--- config.mk ---
export PLATFORM = sky130hd
export DESIGN_NAME = instruction_fetch_unit
export DESIGN_NICKNAME = d
export VERILOG_FILES = /design/src/rtl/instruction_fetch_unit.sv
export SDC_FILE = /design/constraint.sdc
export NUM_CORES = 1
export LEC_CHECK = 0
export ABC_AREA = 1
export CELL_PAD_IN_SITES_DETAIL_PLACEMENT = 0
export CELL_PAD_IN_SITES_GLOBAL_PLACEMENT = 1
export CORE_MARGIN = 8
export CORE_UTILIZATION = 33
export CTS_BUF_LIST = sky130_fd_sc_hd__clkbuf_4 sky130_fd_sc_hd__clkbuf_8
export CTS_CLUSTER_DIAMETER = 150
export CTS_CLUSTER_SIZE = 28
export DETAILED_ROUTE_END_ITERATION = 10
export GPL_TIMING_DRIVEN = 0
export HOLD_SLACK_MARGIN = 0.02
export PLACE_DENSITY_LB_ADDON = 0.1
export SYNTH_ARGS = -nofsm -noshare
export SYNTH_HDL_FRONTEND = slang
export SYNTH_SLANG_ARGS = --single-unit
--- constraint.sdc ---
create_clock -name clk -period 1.65 [get_ports clk]
set_input_delay 0.495 -clock clk [delete_from_list [all_inputs] [get_ports clk]]
set_output_delay 0.495 -clock clk [all_outputs]
set_load 0.03 [all_outputs]
--- src/rtl/instruction_fetch_unit.sv ---
`default_nettype none
// ============================================================================
// Module      : instruction_fetch_unit
// Description : IF stage plus IF/ID pipeline register for an RV32IM pipeline.
//               Owns the PC and issues reads to instruction memory. Presents
//               the fetched instruction and its PC to decode. Handles memory
//               wait states, hazard stalls and taken-branch/jump redirects
//               from EX, and squashes the wrong-path instruction.
// Ports       : clk            - clock, all state updates on posedge
//               reset          - synchronous active-high reset
//               stall          - hazard unit request to hold IF/ID and PC
//               branch_taken   - EX redirect request
//               branch_address - redirect target, bits [1:0] ignored
//               imem_address   - instruction memory read address
//               imem_read      - instruction memory read request
//               imem_readdata  - instruction memory read data
//               imem_busywait  - memory not ready; hold request/address
//               pc_out         - IF/ID: PC of instruction
//               instruction    - IF/ID: instruction word
//               instr_valid    - IF/ID: 1 = real instruction, 0 = bubble
//               fetch_busy     - IF is waiting on memory
// Revision    : 1.0 - initial release
// ============================================================================
module instruction_fetch_unit #(
  parameter logic [31:0] RESET_VECTOR = 32'h0000_0000,
  parameter logic [31:0] NOP_INSTR    = 32'h0000_0013
) (
  input  logic        clk,
  input  logic        reset,
  input  logic        stall,
  input  logic        branch_taken,
  input  logic [31:0] branch_address,
  output logic [31:0] imem_address,
  output logic        imem_read,
  input  logic [31:0] imem_readdata,
  input  logic        imem_busywait,
  output logic [31:0] pc_out,
  output logic [31:0] instruction,
  output logic        instr_valid,
  output logic        fetch_busy
);

  typedef enum logic [1:0] {
    FETCH = 2'd0,  // issuing reads at pc
    HOLD  = 2'd1,  // word captured during a stall, waiting to enter IF/ID
    DRAIN = 2'd2   // redirected while an access was in flight; finish it
  } state_t;

  state_t      state;
  logic [31:0] pc;
  logic [31:0] pending_pc;
  logic [31:0] hold_instr;
  logic [31:0] branch_target;
  logic        mem_done;

  assign branch_target = branch_address & 32'hFFFF_FFFC;

  // In DRAIN pc still holds the in-flight address, so the address bus is
  // simply pc in every state and never moves while an access is pending.
  assign imem_address = pc;
  assign imem_read    = ((state == FETCH) || (state == DRAIN)) && !reset;
  assign fetch_busy   = imem_read && imem_busywait;
  assign mem_done     = !imem_busywait;

  always_ff @(posedge clk) begin
    if (reset) begin
      pc          <= RESET_VECTOR;
      state       <= FETCH;
      pc_out      <= RESET_VECTOR;
      instruction <= NOP_INSTR;
      instr_valid <= 1'b0;
      hold_instr  <= NOP_INSTR;
      pending_pc  <= 32'h0000_0000;
    end else if (branch_taken) begin
      // Squash whatever is in IF/ID and any word parked in hold_instr.
      pc_out      <= branch_target;
      instruction <= NOP_INSTR;
      instr_valid <= 1'b0;
      hold_instr  <= NOP_INSTR;
      if ((state != HOLD) && imem_busywait) begin
        // An access is still outstanding: let it finish before redirecting.
        pending_pc <= branch_target;
        state      <= DRAIN;
      end else begin
        pc    <= branch_target;
        state <= FETCH;
      end
    end else begin
      case (state)
        FETCH: begin
          if (mem_done && !stall) begin
            pc_out      <= pc;
            instruction <= imem_readdata;
            instr_valid <= 1'b1;
            pc          <= pc + 32'd4;
          end else if (mem_done && stall) begin
            // Data arrives while decode is stalled: park it so the memory
            // is not re-read when the stall releases.
            hold_instr <= imem_readdata;
            state      <= HOLD;
          end else if (!stall) begin
            pc_out      <= pc;
            instruction <= NOP_INSTR;
            instr_valid <= 1'b0;
          end
        end
        HOLD: begin
          if (!stall) begin
            pc_out      <= pc;
            instruction <= hold_instr;
            instr_valid <= 1'b1;
            pc          <= pc + 32'd4;
            state       <= FETCH;
          end
        end
        DRAIN: begin
          // Wrong-path data is discarded; IF/ID keeps the flush bubble.
          if (mem_done) begin
            pc    <= pending_pc;
            state <= FETCH;
          end
        end
        default: begin
          state <= FETCH;
        end
      endcase
    end
  end

endmodule
`default_nettype wire

==> flow_summary.yaml, run 1 <==
floorplan:
  ios: 168
  fp.coreArea_um2: 21900
  dieArea_um2: 27400
  start_util_pct: 33.7
  die_w_um: 166
  num_rows: 54
  fp.dieH_um: 166
critical_path:
  reg2reg_to: "imem_address[30]"
  reg2reg_slack_ns: -0.28
  startpoint: "state[0]"
  critical_path_required_ns: 1.15
  arrival_ns: 1.57
  worstPathMaxFanout: 3
  reg2regPathDepth: 10
  crit_type: "register to output port"
  start_kind: "register"
  critPathCaptureType: "output port"
  regToRegStartpoint: "state[1]"
  endpoint: "fetch_busy"
yosys:
  synthTopCellsByArea: "dfxtp_1, a21oi_1, nand2_1"
  synth.distinct_cells: 28
  synth_compound_area_share_pct: 26.9
  synth_top_area_share_pct: 42.6
  synth_edf_count: 0
  synth_cells: 1067
  synthArstFlopShare_pct: 0
  yosysMostFrequentCell: "nand2_1"
  yosys-mux-area-fraction_pct: 0
  yosys.area_share.simple_pct: 21.0
  yosysTopAreaCell: "dfxtp_1"
  ys.flop_type: "dfxtp_1"
  syn_avg_cell_area_um2: 6.92
  post_synth_xor_area_fraction_pct: 0.475
  synth_seq_area_share_pct: 42.6
  synth_commonest_cells: "nand2_1, a21oi_1, dfxtp_1, o21ai_0"
  synth.cell_area_um2: 7380
  ys_warn_count: 0
  synth_top_family_by_area: "compound AO/OA/AOI/OAI gates"
  synth-seq-cells: 157
  synth_fa_ha_area_share_pct: 0.678
worst_hold_path:
  holdPathStages: 2
  min_path_type: "register to register"
routing:
  drt_iter0_drc: 471
  route.detailed.drc: 0
  wirelength_um: 28900
  vias: 8003
  drtPass1Iterations: 5
  wl_per_cell_um: 18.7
  viasPerCell: 5.17
  antenna_left: 0
global_routing:
  antenna_found_initial: 0
  grt_pass1_vias: 8084
  globalRouteTotalUtil_pct: 21.2
  grt_max_degree: 17
  grt-ovfl-total: 0
  grt_pass1_wl_um: 45000
sta:
  setup-violations-final: 119
  fin_worst_skew_ns: 0.0123
  maxSlewViolCount: 0
  fin_crit_ns: 2.07
  tightest_slew_ns: 0.754
  finalHoldViolCount: 0
  final.setup.worst_slack_ns: -0.420
  rsz0062_at_grt: "yes"
  slew_headroom_pct: 49.7
  finalCritPeriodShare_pct: 125
  worst_hold_slack_ns: 0.459
  max_freq_mhz: 483
clock_network:
  cts_hold_buf: 0
  clkSinkCount: 157
  clk_pin_slew_ns: 0.09
  ctsRootBufferMaster: "clkbuf_8"
  cts_tree: "built"
  clk_latency_ns: 0.47
  cts_max_path_buffers: 2
  cts_buffers: 17
  htreeDepth: 4
power_and_ir_drop:
  peakVddDrop_mv: 0.480
  power_leakage_nw: 3.69
  p_per_area_nw_per_um2: 996
  power_mw: 9.84
run_status:
  status: "complete, but fails checks"
  violations: "setup timing"
finish:
  finalCoreUtilization_pct: 45.1
  syn2layout_area_growth_pct: 33.8
  drive_above_1_share_pct: 19.2
  antenna_cells: 0
  fillers: 2357
  nets: 1329
placed_design:
  numPortBuffers: 161
  dp_hpwl_um: 21400
  place_ws_ns: -1.04
  gp_congestion: 0.903
job:
  max-cap-violations: 0
[flip-flops by register name (all words and copies together) (netlist names)]
register	flops
hold_instr	32
state	2
imem_address	30
pc_out	30
instr_valid	1
instruction	32
pending_pc	30
[worst min-delay path by stage]
stage | startpoint | endpoint
2_1_floorplan | pending_pc[2] | pending_pc[2]
3_3_place_gp | pending_pc[2] | pending_pc[2]
3_5_place_dp | pending_pc[24] | pending_pc[24]
4_1_cts | pending_pc[24] | pending_pc[24]
5_1_grt | pending_pc[24] | pending_pc[24]
6_report | pending_pc[24] | pending_pc[24]
[critical path, stage by stage (launching register included)]
cell,delay (ns)
dfxtp_2,0.34
inv_4,0.08
ha_4,0.14
clkbuf_16,0.13
inv_8,0.03
a21oi_4,0.12
and2_4,0.16
buf_6,0.12
[layout by cell type (no fill, tap or decap), types with 4 or more instances in the layout]
cell type	Yosys	final
nand2_1	211	209
a21oi_1	197	196
o21ai_0	136	136
dfxtp_1	157	126
nand3_1	68	66
clkdlybuf4s50_1	0	64
inv_1	68	63
buf_2	11	55
clkdlybuf4s15_2	0	44
nor2_1	49	42
a31oi_1	40	40
nand4_1	30	30
dfxtp_2	0	29
clkbuf_1	60	27
clkbuf_2	2	24
buf_4	6	20
clkbuf_8	0	18
clkbuf_4	0	7
nor2_2	2	6
inv_2	2	4
conb_1	1	4
inv_6	0	4
[stage by stage]
step / cells / instance area, µm² / setup TNS, ns
finish: 1548 / 9880 / -14.50
floorplan: 1070 / 7440 / -0.0446
global route: 1548 / 9880 / -31.13
CTS: 1547 / 9900 / -24.57
detailed placement: 1511 / 9400 / -122.31
global placement: 1511 / 9400 / -123.01
[cell families (layout without fill, tap and decap cells)]
logic type	after synthesis	in the layout
AO/OA/AOI/OAI	383	383
AND/OR/NAND/NOR	365	365
flip-flops	157	157
buffers and inverters	153	351
adder cells (fa/ha/maj)	4	4
XOR/XNOR	4	4
other	1	4
[report_power, final]
part / internal (mW) / switching, mW / leakage, nW / total [mW]
Clock: 1.37 / 1.63 / 0.197 / 3.01
Sequential: 4.10 / 0.287 / 1.30 / 4.39
Combinational: 0.847 / 1.59 / 2.19 / 2.44
Total: 6.32 / 3.51 / 3.69 / 9.84
[cell type report]
| class | instances | area (µm²) | share of cell area (%) |
|---|---|---|---|
| multi-input combinational | 760 | 3740 | 37.8 |
| sequential | 157 | 3190 | 32.3 |
| timing repair buffer | 167 | 1480 | 14.9 |
| buffer | 83 | 458 | 4.64 |
| tap | 280 | 350 | 3.55 |
| inverter | 70 | 275 | 2.79 |
| clock buffer | 17 | 234 | 2.37 |
| clock inverter | 14 | 160 | 1.62 |
[timing repair]
| item | 4_1_cts | 5_1_grt |
|---|---|---|
| buffers inserted | 5 | 1 |
| pin swaps | 2 | 2 |
| setup endpoints to repair | 252 | 210 |
| gates resized for setup | 449 | 69 |
[routing by layer]
layer / global-route usage [%] / part of all wire [%] / vias up
li1: - / - / 4036
met1: 25.5 / 43 / 3718
met2: 36.5 / 48 / 224
met3: 6.15 / 7.6 / 25
met4: 4.75 / 1.3 / 0
met5: 0 / 0 / -
(Power assumes the default switching activity.)
==> inputs of run 2 (changes only) <==
--- a/config.mk
+++ b/config.mk
@@ -12,11 +12,11 @@
 export CORE_UTILIZATION = 33
 export CTS_BUF_LIST = sky130_fd_sc_hd__clkbuf_4 sky130_fd_sc_hd__clkbuf_8
 export CTS_CLUSTER_DIAMETER = 150
-export CTS_CLUSTER_SIZE = 28
 export DETAILED_ROUTE_END_ITERATION = 10
 export GPL_TIMING_DRIVEN = 0
 export HOLD_SLACK_MARGIN = 0.02
 export PLACE_DENSITY_LB_ADDON = 0.1
+export SKIP_CTS_REPAIR_TIMING = 1
 export SYNTH_ARGS = -nofsm -noshare
 export SYNTH_HDL_FRONTEND = slang
 export SYNTH_SLANG_ARGS = --single-unit
==> run 2 against run 1 <==
Global-route usage fell by 0.074 points. The run still ends with setup timing left. Core utilization rose by 0.086 points. Register-to-register slack got worse by 0.08 ns. Clock skew rose by 0.00094 ns. Sequential power barely moved. Largest cell class unchanged. Via count fell by 0.14%. Clock-buffer cell count did not move. Flip-flop and latch count did not move.
==> flow_summary.yaml, run 2 (synthesis results as in run 1) <==
sta:
  max_freq_mhz: 484
  tightest_slew_ns: 0.756
  finalHoldViolCount: 0
  worst_hold_slack_ns: 0.460
  finalCritPeriodShare_pct: 125
  setup-violations-final: 169
  fin_crit_ns: 2.07
  final.setup.worst_slack_ns: -0.418
  rsz0062_at_grt: "yes"
  slew_headroom_pct: 49.6
  maxSlewViolCount: 0
  fin_worst_skew_ns: 0.0132
critical_path:
  start_kind: "register"
  cpMaxStageDelayCell: "dfxtp_2"
  path_cells: "inv_4 > ha_4 > buf_8 > inv_6 > a21oi_4 > and2_4 > buf_6"
  arrival_ns: 1.57
  critPathCaptureType: "output port"
  critical_path_required_ns: 1.15
  crit_type: "register to output port"
  slowest_delay_ns: 0.36
  worstPathMaxFanout: 7
run_status:
  violations: "setup timing"
  status: "complete, but fails checks"
power_and_ir_drop:
  power_leakage_nw: 4.34
  power_mw: 9.85
  peakVddDrop_mv: 0.473
  p_per_area_nw_per_um2: 996
global_routing:
  antenna_found_initial: 0
  globalRouteTotalUtil_pct: 21.1
  grt_pass1_wl_um: 44800
  grt-ovfl-total: 0
  grt_max_degree: 17
  grt_pass1_vias: 8014
clock_network:
  cts_max_path_buffers: 2
  clk_pin_slew_ns: 0.09
  htreeDepth: 4
  cts_tree: "built"
  clk_latency_ns: 0.46
  clkSinkCount: 157
  cts_buffers: 17
  ctsRootBufferMaster: "clkbuf_8"
floorplan:
  num_rows: 54
  ios: 168
  fp.coreArea_um2: 21900
  start_util_pct: 33.7
  fp.dieH_um: 166
  dieArea_um2: 27400
  die_w_um: 166
finish:
  finalCoreUtilization_pct: 45.2
  mostFrequentLayoutCells: "nand2_1, a21oi_1, dfxtp_1"
  syn2layout_area_growth_pct: 34.0
  layout_commonest_cell: "nand2_1"
  nets: 1329
  largest_registers: "hold_instr (32), instruction (32)"
  drive_above_1_share_pct: 12.9
  antenna_cells: 0
routing:
  drt_iter0_drc: 474
  wl_per_cell_um: 18.7
  antenna_left: 0
  route.detailed.drc: 0
  wirelength_um: 28900
  vias: 7992
  drtPass1Iterations: 5
  viasPerCell: 5.16
placed_design:
  dp_hpwl_um: 21400
  numPortBuffers: 161
  gp_congestion: 0.903
worst_hold_path:
  min_path_type: "register to register"
job:
  max-cap-violations: 0
[run 2: cell count changes in the layout (fill, tap and decap cells not counted), sizes merged]
cell           before  now
dlygate4sd2         2    0
clkdlybuf4s15      44    0
clkdlybuf4s50      64   65
buf                80   37
clkbuf             77  117
dlymetal6s2s        0   48
[run 2: cell type report]
class,instances,area [µm²]
Fill cell,2364,12000
Multi-Input combinational cell,760,3720
Sequential cell,157,3170
Timing Repair Buffer,167,1560
Buffer,83,430
Tap cell,280,350
Inverter,70,273
Clock buffer,17,234
Clock inverter,14,160
[run 2: metal layers]
layer	vias up	wire [µm]	global-route usage [%]
met1	3714	12400	25.4
met4	0	373	4.79
met2	217	13900	36.4
li1	4036	-	-
met3	25	2190	6.10
met5	-	0	0
[run 2: per-stage QoR]
step	cell area (µm²)	setup slack [ns]	std cells	setup TNS [ns]
floorplan	7440	-0.0446	1070	-0.0446
CTS	9800	-1.10	1542	-93.62
detailed placement	9400	-1.04	1511	-122.31
global placement	9400	-1.05	1511	-123.01
global route	9890	-0.493	1548	-40.42
finish	9890	-0.418	1548	-21.86
[run 2: power by group]
part           internal (mW)  total (mW)  switching [mW]
Combinational          0.870        2.45            1.58
Sequential              4.09        4.38           0.286
Clock                   1.37        3.02            1.65
[run 2: path summary, 6_finish.rpt]
path | slack (ns) | startpoint | to | cells past startpoint
setup / recovery | -0.42 | state[0] | fetch_busy | 7
hold / removal | 0.46 | pending_pc[21] | pending_pc[21] | 2
setup reg to reg | -0.36 | state[1] | imem_address[30] | 10
hold reg to reg | 0.46 | pending_pc[21] | pending_pc[21] | 2
[run 2: worst max-delay path: cells and delay by family (launching register included)]
kind	cells	cell delay, ns
flops	1	0.36
simple gates	1	0.17
fa+ha+maj	1	0.16
buf+inv	4	0.38
compound gates	1	0.06
==> inputs of run 3 (changes only) <==
--- a/config.mk
+++ b/config.mk
@@ -13,8 +13,9 @@
 export CTS_BUF_LIST = sky130_fd_sc_hd__clkbuf_4 sky130_fd_sc_hd__clkbuf_8
 export CTS_CLUSTER_DIAMETER = 150
 export DETAILED_ROUTE_END_ITERATION = 10
+export GPL_ROUTABILITY_DRIVEN = 0
 export GPL_TIMING_DRIVEN = 0
-export HOLD_SLACK_MARGIN = 0.02
+export HOLD_SLACK_MARGIN = 0.06
 export PLACE_DENSITY_LB_ADDON = 0.1
 export SKIP_CTS_REPAIR_TIMING = 1
 export SYNTH_ARGS = -nofsm -noshare
==> results of run 3 <==
Final layout, timing and power as in run 2 (identical DEF).
